[config.mk]
export PLATFORM = sky130hd
export DESIGN_NAME = dmem_arbiter
export DESIGN_NICKNAME = d
export VERILOG_FILES = /design/src/rtl/dmem_arbiter.sv
export SDC_FILE = /design/constraint.sdc
export NUM_CORES = 1
export LEC_CHECK = 0
export BUFFER_PORTS_ARGS = -buffer_cell sky130_fd_sc_hd__buf_2
export CORE_AREA = 2 2 234 236
export CTS_BUF_LIST = sky130_fd_sc_hd__clkbuf_16
export CTS_CLUSTER_DIAMETER = 50
export DETAILED_ROUTE_END_ITERATION = 6
export DIE_AREA = 0 0 236 238
export PLACE_DENSITY = 0.42
export SLEW_MARGIN = 15
export SYNTH_ARGS = -nofsm -noshare
export SYNTH_HDL_FRONTEND = slang
export SYNTH_SLANG_ARGS = --single-unit
[constraint.sdc]
create_clock -name i_clk -period 15.9 [get_ports i_clk]
set_clock_uncertainty 0.2 [all_clocks]
set_input_delay 3.18 -clock i_clk [delete_from_list [all_inputs] [get_ports i_clk]]
set_output_delay 3.18 -clock i_clk [all_outputs]
set_load 0.03 [all_outputs]
[src/rtl/dmem_arbiter.sv]
// dmem_arbiter: shares the doubleword data memory between the pipeline MEM
// stage (port A) and the program/data loader (port B). Ties are settled by
// round-robin. Loader bursts run with auto-incremented addresses.
// Misaligned or out-of-range accesses are answered with an error response
// and never reach the memory.
module dmem_arbiter #(
    parameter int MEM_BYTES = 64,
    parameter int MAX_BURST = 8
) (
    input  logic        i_clk,
    input  logic        i_reset,

    input  logic        i_a_req,
    input  logic        i_a_we,
    input  logic [63:0] i_a_addr,
    input  logic [63:0] i_a_wdata,
    output logic        o_a_gnt,
    output logic        o_a_rvalid,
    output logic        o_a_err,
    output logic [63:0] o_a_rdata,

    input  logic        i_b_req,
    input  logic        i_b_we,
    input  logic [63:0] i_b_addr,
    input  logic [63:0] i_b_wdata,
    input  logic [3:0]  i_b_len,
    output logic        o_b_gnt,
    output logic        o_b_rvalid,
    output logic        o_b_err,
    output logic        o_b_done,
    output logic [63:0] o_b_rdata,

    output logic [63:0] o_mem_address,
    output logic [63:0] o_mem_write_data,
    output logic        o_mem_memorywrite,
    output logic        o_mem_memoryread,
    input  logic [63:0] i_mem_read_data
);

    // Highest legal doubleword address and the burst length ceiling.
    localparam logic [63:0] LAST_ADDR = 64'(MEM_BYTES - 8);
    localparam logic [3:0]  MAX_LEN   = 4'(MAX_BURST);

    typedef enum logic {
        S_IDLE,
        S_BURST
    } state_t;

    state_t      r_state;
    state_t      w_nextState;

    logic        r_prioB;
    logic [63:0] r_base;
    logic [3:0]  r_idx;
    logic [3:0]  r_len;
    logic        r_bwe;

    logic        r_aRvalid;
    logic        r_aErr;
    logic [63:0] r_aRdata;
    logic        r_bRvalid;
    logic        r_berr;
    logic        r_bDone;
    logic [63:0] r_bRdata;

    logic        w_aLegal;
    logic [3:0]  w_bLen;
    logic [63:0] w_bSpan;
    logic [63:0] w_bEnd;
    logic        w_bLegal;
    logic [63:0] w_beatAddr;
    logic        w_lastBeat;

    logic        w_aGrant;
    logic        w_bStart;
    logic        w_bBeat;

    // Port A legality: doubleword aligned and inside the memory.
    assign w_aLegal = (i_a_addr[2:0] == 3'b000) && (i_a_addr <= LAST_ADDR);

    // Effective burst length: zero means a single beat, long requests are clamped.
    always_comb begin
        w_bLen = i_b_len;
        if (i_b_len == 4'd0) begin
            w_bLen = 4'd1;
        end else if (i_b_len > MAX_LEN) begin
            w_bLen = MAX_LEN;
        end
    end

    // The base is checked first, so the end address cannot wrap when it matters.
    assign w_bSpan    = 64'(w_bLen - 4'd1) << 3;
    assign w_bEnd     = i_b_addr + w_bSpan;
    assign w_bLegal   = (i_b_addr[2:0] == 3'b000) && (i_b_addr <= LAST_ADDR) &&
                        (w_bEnd <= LAST_ADDR);

    assign w_beatAddr = r_base + (64'(r_idx) << 3);
    assign w_lastBeat = (r_idx == (r_len - 4'd1));

    // Arbitration and next state; nothing is granted while reset is held.
    always_comb begin
        w_nextState = r_state;
        w_aGrant    = 1'b0;
        w_bStart    = 1'b0;
        w_bBeat     = 1'b0;
        if (!i_reset) begin
            case (r_state)
                S_IDLE: begin
                    if (i_a_req && (!i_b_req || !r_prioB)) begin
                        w_aGrant = 1'b1;
                    end else if (i_b_req) begin
                        w_bStart = 1'b1;
                        if (w_bLegal && (w_bLen > 4'd1)) begin
                            w_nextState = S_BURST;
                        end
                    end
                end
                S_BURST: begin
                    if (i_b_req) begin
                        w_bBeat = 1'b1;
                        if (w_lastBeat) begin
                            w_nextState = S_IDLE;
                        end
                    end else if (i_a_req) begin
                        w_aGrant = 1'b1;
                    end
                end
                default: begin
                    w_nextState = S_IDLE;
                end
            endcase
        end
    end

    assign o_a_gnt = w_aGrant;
    assign o_b_gnt = w_bStart | w_bBeat;

    // Memory port follows the granted requester; erroneous grants leave it idle.
    always_comb begin
        o_mem_address     = '0;
        o_mem_write_data  = '0;
        o_mem_memorywrite = 1'b0;
        o_mem_memoryread  = 1'b0;
        if (w_aGrant && w_aLegal) begin
            o_mem_address     = i_a_addr;
            o_mem_write_data  = i_a_wdata;
            o_mem_memorywrite = i_a_we;
            o_mem_memoryread  = !i_a_we;
        end else if (w_bStart && w_bLegal) begin
            o_mem_address     = i_b_addr;
            o_mem_write_data  = i_b_wdata;
            o_mem_memorywrite = i_b_we;
            o_mem_memoryread  = !i_b_we;
        end else if (w_bBeat) begin
            o_mem_address     = w_beatAddr;
            o_mem_write_data  = i_b_wdata;
            o_mem_memorywrite = r_bwe;
            o_mem_memoryread  = !r_bwe;
        end
    end

    // State register.
    always_ff @(posedge i_clk) begin
        if (i_reset) begin
            r_state <= S_IDLE;
        end else begin
            r_state <= w_nextState;
        end
    end

    // Round-robin priority and burst context; a paused burst keeps its priority.
    always_ff @(posedge i_clk) begin
        if (i_reset) begin
            r_prioB <= 1'b0;
            r_base  <= '0;
            r_idx   <= '0;
            r_len   <= '0;
            r_bwe   <= 1'b0;
        end else begin
            if (w_aGrant && (r_state == S_IDLE)) begin
                r_prioB <= 1'b1;
            end
            if (w_bStart) begin
                if (w_bLegal) begin
                    r_base <= i_b_addr;
                    r_len  <= w_bLen;
                    r_idx  <= 4'd1;
                    r_bwe  <= i_b_we;
                    if (w_bLen == 4'd1) begin
                        r_prioB <= 1'b0;
                    end
                end else begin
                    r_prioB <= 1'b0;
                end
            end
            if (w_bBeat) begin
                r_idx <= r_idx + 4'd1;
                if (w_lastBeat) begin
                    r_prioB <= 1'b0;
                end
            end
        end
    end

    // Registered responses: one-cycle pulses, read data captured at the grant edge.
    always_ff @(posedge i_clk) begin
        if (i_reset) begin
            r_aRvalid <= 1'b0;
            r_aErr    <= 1'b0;
            r_aRdata  <= '0;
            r_bRvalid <= 1'b0;
            r_berr    <= 1'b0;
            r_bDone   <= 1'b0;
            r_bRdata  <= '0;
        end else begin
            r_aRvalid <= 1'b0;
            r_aErr    <= 1'b0;
            r_bRvalid <= 1'b0;
            r_berr    <= 1'b0;
            r_bDone   <= 1'b0;
            if (w_aGrant) begin
                if (w_aLegal) begin
                    if (!i_a_we) begin
                        r_aRvalid <= 1'b1;
                        r_aRdata  <= i_mem_read_data;
                    end
                end else begin
                    r_aRvalid <= 1'b1;
                    r_aErr    <= 1'b1;
                    r_aRdata  <= '0;
                end
            end
            if (w_bStart) begin
                if (w_bLegal) begin
                    if (!i_b_we) begin
                        r_bRvalid <= 1'b1;
                        r_bRdata  <= i_mem_read_data;
                    end
                    if (w_bLen == 4'd1) begin
                        r_bDone <= 1'b1;
                    end
                end else begin
                    r_berr  <= 1'b1;
                    r_bDone <= 1'b1;
                end
            end
            if (w_bBeat) begin
                if (!r_bwe) begin
                    r_bRvalid <= 1'b1;
                    r_bRdata  <= i_mem_read_data;
                end
                if (w_lastBeat) begin
                    r_bDone <= 1'b1;
                end
            end
        end
    end

    assign o_a_rvalid = r_aRvalid;
    assign o_a_err    = r_aErr;
    assign o_a_rdata  = r_aRdata;
    assign o_b_rvalid = r_bRvalid;
    assign o_b_err    = r_berr;
    assign o_b_done   = r_bDone;
    assign o_b_rdata  = r_bRdata;

endmodule

==> flow_metrics.env, run 1 <==
export IMPL_final_common_cell="buf_2"
export IMPL_cts_num_sinks=208
export IMPL_ios=595
export IMPL_die_h_microns=238
export IMPL_worst_slack_ps=2921
export IMPL_drv_slew=0
export IMPL_slowest_delay_ps=560
export IMPL_synth_seq_cells=208
export IMPL_maxCapViolations=0
export IMPL_use_met3_pct=5.333
export IMPL_leakagePower_nw=7.029
export IMPL_finalSetupViolations=0
export IMPL_yosys_top_cells_area="dfxtp_1 35%, nor2_1 5.8%, nand2_1 4.9%"
export IMPL_finalHoldViolCount=0
export IMPL_cts_resized=0
export IMPL_area_growth_pct=36.62
export IMPL_grt_use_total_pct=22.20
export IMPL_synth_ff_type="dfxtp_1"
export IMPL_nets=2373
export IMPL_drt_iter0_drc=810
export IMPL_syn_num_nets=1851
export IMPL_tritoncts="built"
export IMPL_grt_pass1_vias=13541
export IMPL_firstDrtPassIters=7
export IMPL_status="complete, no violations"
export IMPL_grt_pass1_wl_mm=93.92
export IMPL_clkTransAtPathRegs_ps=60
export IMPL_netlist_top_cell_by_area="dfxtp_1"
export IMPL_insertion_delay_ps=530
export IMPL_met1_usage_pct=26.62
export IMPL_finalCriticalPeriod_ps=12980
export IMPL_ant_nets=0
export IMPL_relSlewSlack_pct=19.70
export IMPL_floorplan_initialDensity_pct=22.00
export IMPL_synth_area_sq_um=11770
export IMPL_io_buffer_count=594
export IMPL_path_delay_family="simple AND/OR/NAND/NOR gates"
export IMPL_drive_gt1_share_pct=33.45
export IMPL_ys_seq_area_share_pct=35.37
export IMPL_synth_edf_count=0
export IMPL_yosysWarnings=0
export IMPL_root_buffer="clkbuf_16"
export IMPL_cp_slowest_cell="ha_1"
export IMPL_gr_usage_met2_pct=38.80
export IMPL_power_density_nw_per_um2=79.23
export IMPL_grt_ovfl_total=0
export IMPL_dieArea_sq_um=56170
export IMPL_cts_buffers=27
export IMPL_busiest_layer="met2"
export IMPL_antenna_found_initial=17
export IMPL_layout_common_cells="594 x buf_2, 208 x dfxtp_1, 181 x nor2_1, 152 x nand2_1, 95 x o21ai_1"
export IMPL_end_kind="output port"
export IMPL_yosysTopAreaCellShare_pct=35.37
export IMPL_die_width_microns=236
export IMPL_grt_max_degree=70
export IMPL_cp_buffers_inverters=8
export IMPL_hold_slack_ps=241.2
export IMPL_critPathLaunchType="input pin"
export IMPL_required_ps=12520
export IMPL_cts_htree_levels=1
export IMPL_tightestPinTransition_ps=1193
export IMPL_wirelength_mm=65.63
export IMPL_async_reset_ff_share_pct=0
export IMPL_worstPathArrival_ps=9600
export IMPL_synthCells=1501
export IMPL_avgSynthCellArea_sq_um=7.842
export IMPL_min_path_type="flip-flop to flip-flop"
export IMPL_rsz0062_at_grt="no"
export IMPL_core_area_sq_um=53500
export IMPL_wl_per_cell_microns=23.92
export IMPL_hold_buffers=0
export IMPL_place_inst=2690
export IMPL_tns_ps=0
export IMPL_post_place_ws_ps=2894
export IMPL_layout_cells_non_filler=2744
export IMPL_vias=13810
export IMPL_place_congestion=1.024
export IMPL_cts_setup_buffers=0
export IMPL_synth_cell_type_count=81
export IMPL_post_route_period_util_pct=81.63
export IMPL_post_dp_hpwl_mm=51.76
export IMPL_max_vdd_ir_drop_v=0.00007099
export IMPL_drc_errors=0
export IMPL_cts_max_path_buffers=3
export IMPL_max_freq_ghz=0.07705
export IMPL_row_count=85
export IMPL_cp_max_fo=52
export IMPL_worstSetupPathType="input pin to output port"
export IMPL_viasPerCell=5.033
==> path summary, 6_finish.rpt <==
| check | to | cells past startpoint | startpoint | slack, ps |
|---|---|---|---|---|
| setup reg to reg | o_b_rdata[39] | 6 | r_state | 12520 |
| hold / removal | r_base[1] | 2 | r_base[1] | 240 |
| setup / recovery | o_mem_write_data[26] | 25 | i_b_len[2] | 2920 |
| hold reg to reg | r_base[1] | 2 | r_base[1] | 240 |
==> tightest hold or removal path: cells and delay by family (launching register included) <==
| family | cells | cell delay [ps] |
|---|---|---|
| flip-flops | 1 | 290 |
| AND/OR/NAND/NOR | 2 | 110 |
==> where the power goes <==
group / total (W) / switching, W / internal [W]
sequential: 0.000522 / 0.000000270 / 0.000522
combinational: 0.000140 / 0.0000895 / 0.0000504
clock: 0.000612 / 0.000238 / 0.000374
==> logic make-up (layout without fill, tap and decap cells) <==
logic type                 Yosys count  in the layout  share of synthesized area [%]
and+or+nand+nor                    651            651                          27.64
AOI/OAI and AO/OA                  409            409                          23.35
DFF                                208            208                          35.37
buffers and inverters              137            678                          5.644
xor gates and xnor gates            70             70                          5.272
adders and majority gates           20             20                          2.253
muxes                                5              5                         0.4358
other                                1              7                        0.03186
==> cell usage after synthesis, drive strengths merged (6+ instances only) <==
cell / n
a31oi: 9
a22oi: 70
nand2: 154
or4: 14
o41ai: 7
and2: 61
o31ai: 6
a22o: 64
or2: 6
or3: 17
clkbuf: 72
nor4: 55
nand3: 40
and3: 21
a21o: 6
inv: 23
o21ai: 159
dfxtp: 208
ha: 18
buf: 42
nor3: 34
xnor2: 33
nor2: 183
and4: 9
a21oi: 42
nand4: 38
xor2: 37
==> registers in the layout, indices dropped and copies added, names as in the netlist <==
register,cells
o_b_rvalid,1
o_a_rvalid,1
r_bwe,1
r_base,64
o_a_err,1
o_b_rdata,64
o_b_done,1
o_b_err,1
r_idx,4
r_prioB,1
r_state,1
r_len,4
o_a_rdata,64
==> cell type report <==
class / count / area, sq um
fill: 5922 / 37410
multi-input combinational: 1156 / 6984
antenna: 6 / 15.01
timing repair buffer: 607 / 3070
sequential: 208 / 4164
clock inverter: 21 / 215.2
inverter: 23 / 86.33
clock buffer: 27 / 675.6
tap: 696 / 870.8
==> routing by layer <==
metal / vias to the layer above / wire [microns]
li1: 6520 / -
met1: 6593 / 26980
met2: 580 / 31820
met3: 109 / 4397
met4: 8 / 2393
met5: - / 46
==> per-stage QoR <==
step                area, sq um  total power [W]  utilization (%)
finish                    16080         0.001274            30.06
global route              16070         0.001322            30.05
CTS                       16070         0.001292            30.03
detailed placement        15180        0.0006722            28.37
global placement          15170        0.0006757            28.36
floorplan                 11770        0.0005896                -
(Power assumes the default switching activity.)
==> run 2: changes to the inputs <==
--- a/config.mk
+++ b/config.mk
@@ -6,12 +6,12 @@
 export NUM_CORES = 1
 export LEC_CHECK = 0
 export BUFFER_PORTS_ARGS = -buffer_cell sky130_fd_sc_hd__buf_2
-export CORE_AREA = 2 2 234 236
+export CORE_AREA = 2 2 228 230
 export CTS_BUF_LIST = sky130_fd_sc_hd__clkbuf_16
 export CTS_CLUSTER_DIAMETER = 50
 export DETAILED_ROUTE_END_ITERATION = 6
-export DIE_AREA = 0 0 236 238
-export PLACE_DENSITY = 0.42
+export DIE_AREA = 0 0 230 232
+export PLACE_DENSITY = 0.45
 export SLEW_MARGIN = 15
 export SYNTH_ARGS = -nofsm -noshare
 export SYNTH_HDL_FRONTEND = slang
==> constraint.sdc (replaced) <==
create_clock -name i_clk -period 11.4 [get_ports i_clk]
set_clock_uncertainty 0.2 [all_clocks]
set_input_delay 2.28 -clock i_clk [delete_from_list [all_inputs] [get_ports i_clk]]
set_output_delay 2.28 -clock i_clk [all_outputs]
set_load 0.03 [all_outputs]
==> flow_metrics.env, run 2 (synthesized netlist as in run 1, its figures left out) <==
export IMPL_status="complete, no violations"
export IMPL_dieArea_sq_um=53360
export IMPL_worstSetupPathType="input pin to output port"
export IMPL_worstReg2RegEnd="o_b_rdata[34]"
export IMPL_rsz0062_at_grt="no"
export IMPL_p_total_w=0.001807
export IMPL_post_route_period_util_pct=90.22
export IMPL_reg2reg_depth=7
export IMPL_final_common_cell="buf_2"
export IMPL_cts_max_path_buffers=3
export IMPL_tns_ps=0
export IMPL_row_count=83
export IMPL_hold_buffers=0
export IMPL_cp_startpoint="i_b_len[2]"
export IMPL_cp_max_fo=27
export IMPL_post_dp_hpwl_mm=49.01
export IMPL_finalHoldViolCount=0
export IMPL_max_vdd_ir_drop_v=0.0001039
export IMPL_tritoncts="built"
export IMPL_relSlewSlack_pct=26.11
export IMPL_p_comb_share_pct=10.7
export IMPL_cts_setup_buffers=0
export IMPL_finalSetupViolations=0
export IMPL_floorplan_initialDensity_pct=23.13
export IMPL_cts_resized=0
export IMPL_grt_pass1_vias=13380
export IMPL_die_h_microns=232
export IMPL_grt_use_total_pct=22.14
export IMPL_cts_num_sinks=208
export IMPL_die_width_microns=230
export IMPL_drt_iter0_drc=1110
export IMPL_grt_max_degree=79
export IMPL_area_growth_pct=36.71
export IMPL_ios=595
export IMPL_min_path_type="flip-flop to flip-flop"
export IMPL_cts_buffers=27
export IMPL_root_buffer="clkbuf_16"
export IMPL_p_sw_share_pct=25.60
export IMPL_viasPerCell=5.057
export IMPL_grt_ovfl_total=0
export IMPL_tightestPinTransition_ps=1098
export IMPL_max_freq_ghz=0.09723
export IMPL_place_congestion=1.055
export IMPL_place_area_sq_um=15170
export IMPL_worst_slack_ps=1115
export IMPL_end_kind="output port"
export IMPL_nets=2375
export IMPL_worstPathArrival_ps=7800
export IMPL_hold_end="r_base[0]"
export IMPL_hold_depth=2
export IMPL_vias=13774
export IMPL_ant_nets=0
export IMPL_insertion_delay_ps=550
export IMPL_r2r_start="r_state"
export IMPL_seq_power_share_pct=40.3
export IMPL_antenna_found_initial=8
export IMPL_cts_htree_levels=1
export IMPL_regToRegSetupSlack_ps=7730
export IMPL_cell_internal_pwr_w=0.001345
export IMPL_switching_power_w=0.0004626
export IMPL_io_buffer_count=594
export IMPL_required_ps=8920
export IMPL_grt_pass1_wl_mm=89.37
export IMPL_firstDrtPassIters=5
export IMPL_power_density_nw_per_um2=112.3
export IMPL_wl_per_cell_microns=22.96
export IMPL_clkTransAtPathRegs_ps=60
export IMPL_drive_gt1_share_pct=33.45
export IMPL_finalCriticalPeriod_ps=10280
export IMPL_worstHoldStart="r_base[0]"
export IMPL_stdcell_area_sq_um=16090
export IMPL_maxCapViolations=0
export IMPL_wirelength_mm=62.55
export IMPL_leakagePower_nw=7.056
export IMPL_drc_errors=0
export IMPL_p_clk_share_pct=49.0
export IMPL_critPathLaunchType="input pin"
export IMPL_layout_common_cells="594 x buf_2, 208 x dfxtp_1, 181 x nor2_1, 152 x nand2_1, 95 x o21ai_1"
export IMPL_core_area_sq_um=50890
export IMPL_post_place_ws_ps=1090
export IMPL_drv_slew=0
==> run 2: changes by cell type in the layout (fill, tap and decap cells not counted), sizes merged <==
cell / change
diode: -4
clkinv: -3
buf: +2
bufinv: +1
clkinvlp: -1
inv: +1
==> run 2: area by class of cell <==
cell class / instances / area, sq um
Fill cell: 5557 / 34790
Multi-Input combinational cell: 1156 / 6982
Sequential cell: 208 / 4164
Timing Repair Buffer: 609 / 3085
Tap cell: 680 / 850.8
Clock buffer: 27 / 675.6
Clock inverter: 19 / 244.0
Inverter: 23 / 86.33
Antenna cell: 2 / 5.005
==> run 2: power by group through the flow <==
stage	Clock (W)	Combinational [W]	Sequential, W
floorplan	0	0.0000764	0.000746
global placement	0	0.000194	0.000745
detailed placement	0	0.000191	0.000745
CTS	0.000906	0.000192	0.000729
global route	0.000938	0.000207	0.000728
finish	0.000886	0.000193	0.000729
==> run 2: worst max path at each step <==
stage / end / cells past startpoint
after floorplan: o_mem_address[5] / 25
after global placement: o_mem_write_data[45] / 23
after detailed placement: o_mem_write_data[53] / 23
after CTS: o_mem_write_data[53] / 23
after global routing: o_mem_write_data[24] / 23
final: o_mem_write_data[49] / 23
==> run 2: routing by layer <==
layer / global-route usage [%] / wire length (microns)
met5: 0 / 27
met4: 5.927 / 1728
met3: 4.703 / 4129
met2: 40.20 / 31460
met1: 26.25 / 25210
==> run 2: critical path: stages <==
cell      delay [ps]
buf_2            160
nor2_1            50
nor2_1           100
nor2_1           100
inv_1             90
ha_1             200
or3b_1           390
inv_2            260
ha_1             350
nor4bb_1         370
buf_4            230
a211oi_1          60
o21ai_0          290
a21o_1           190
nor2_1            50
or4_1            540
nor3_2           220
nand4_2          230
nor3_4           240
or2_2            590
buf_4            390
a22o_1           190
buf_2            200
==> run 2: metrics by stage <==
stage,utilization [%],hold WS [ps],cells
6_report,31.63,244.0,2724
5_1_grt,31.62,270.0,2723
4_1_cts,31.62,243.2,2722
3_5_place_dp,29.81,234.2,2676
3_3_place_gp,29.80,228.7,2676
2_1_floorplan,-,219.1,1501
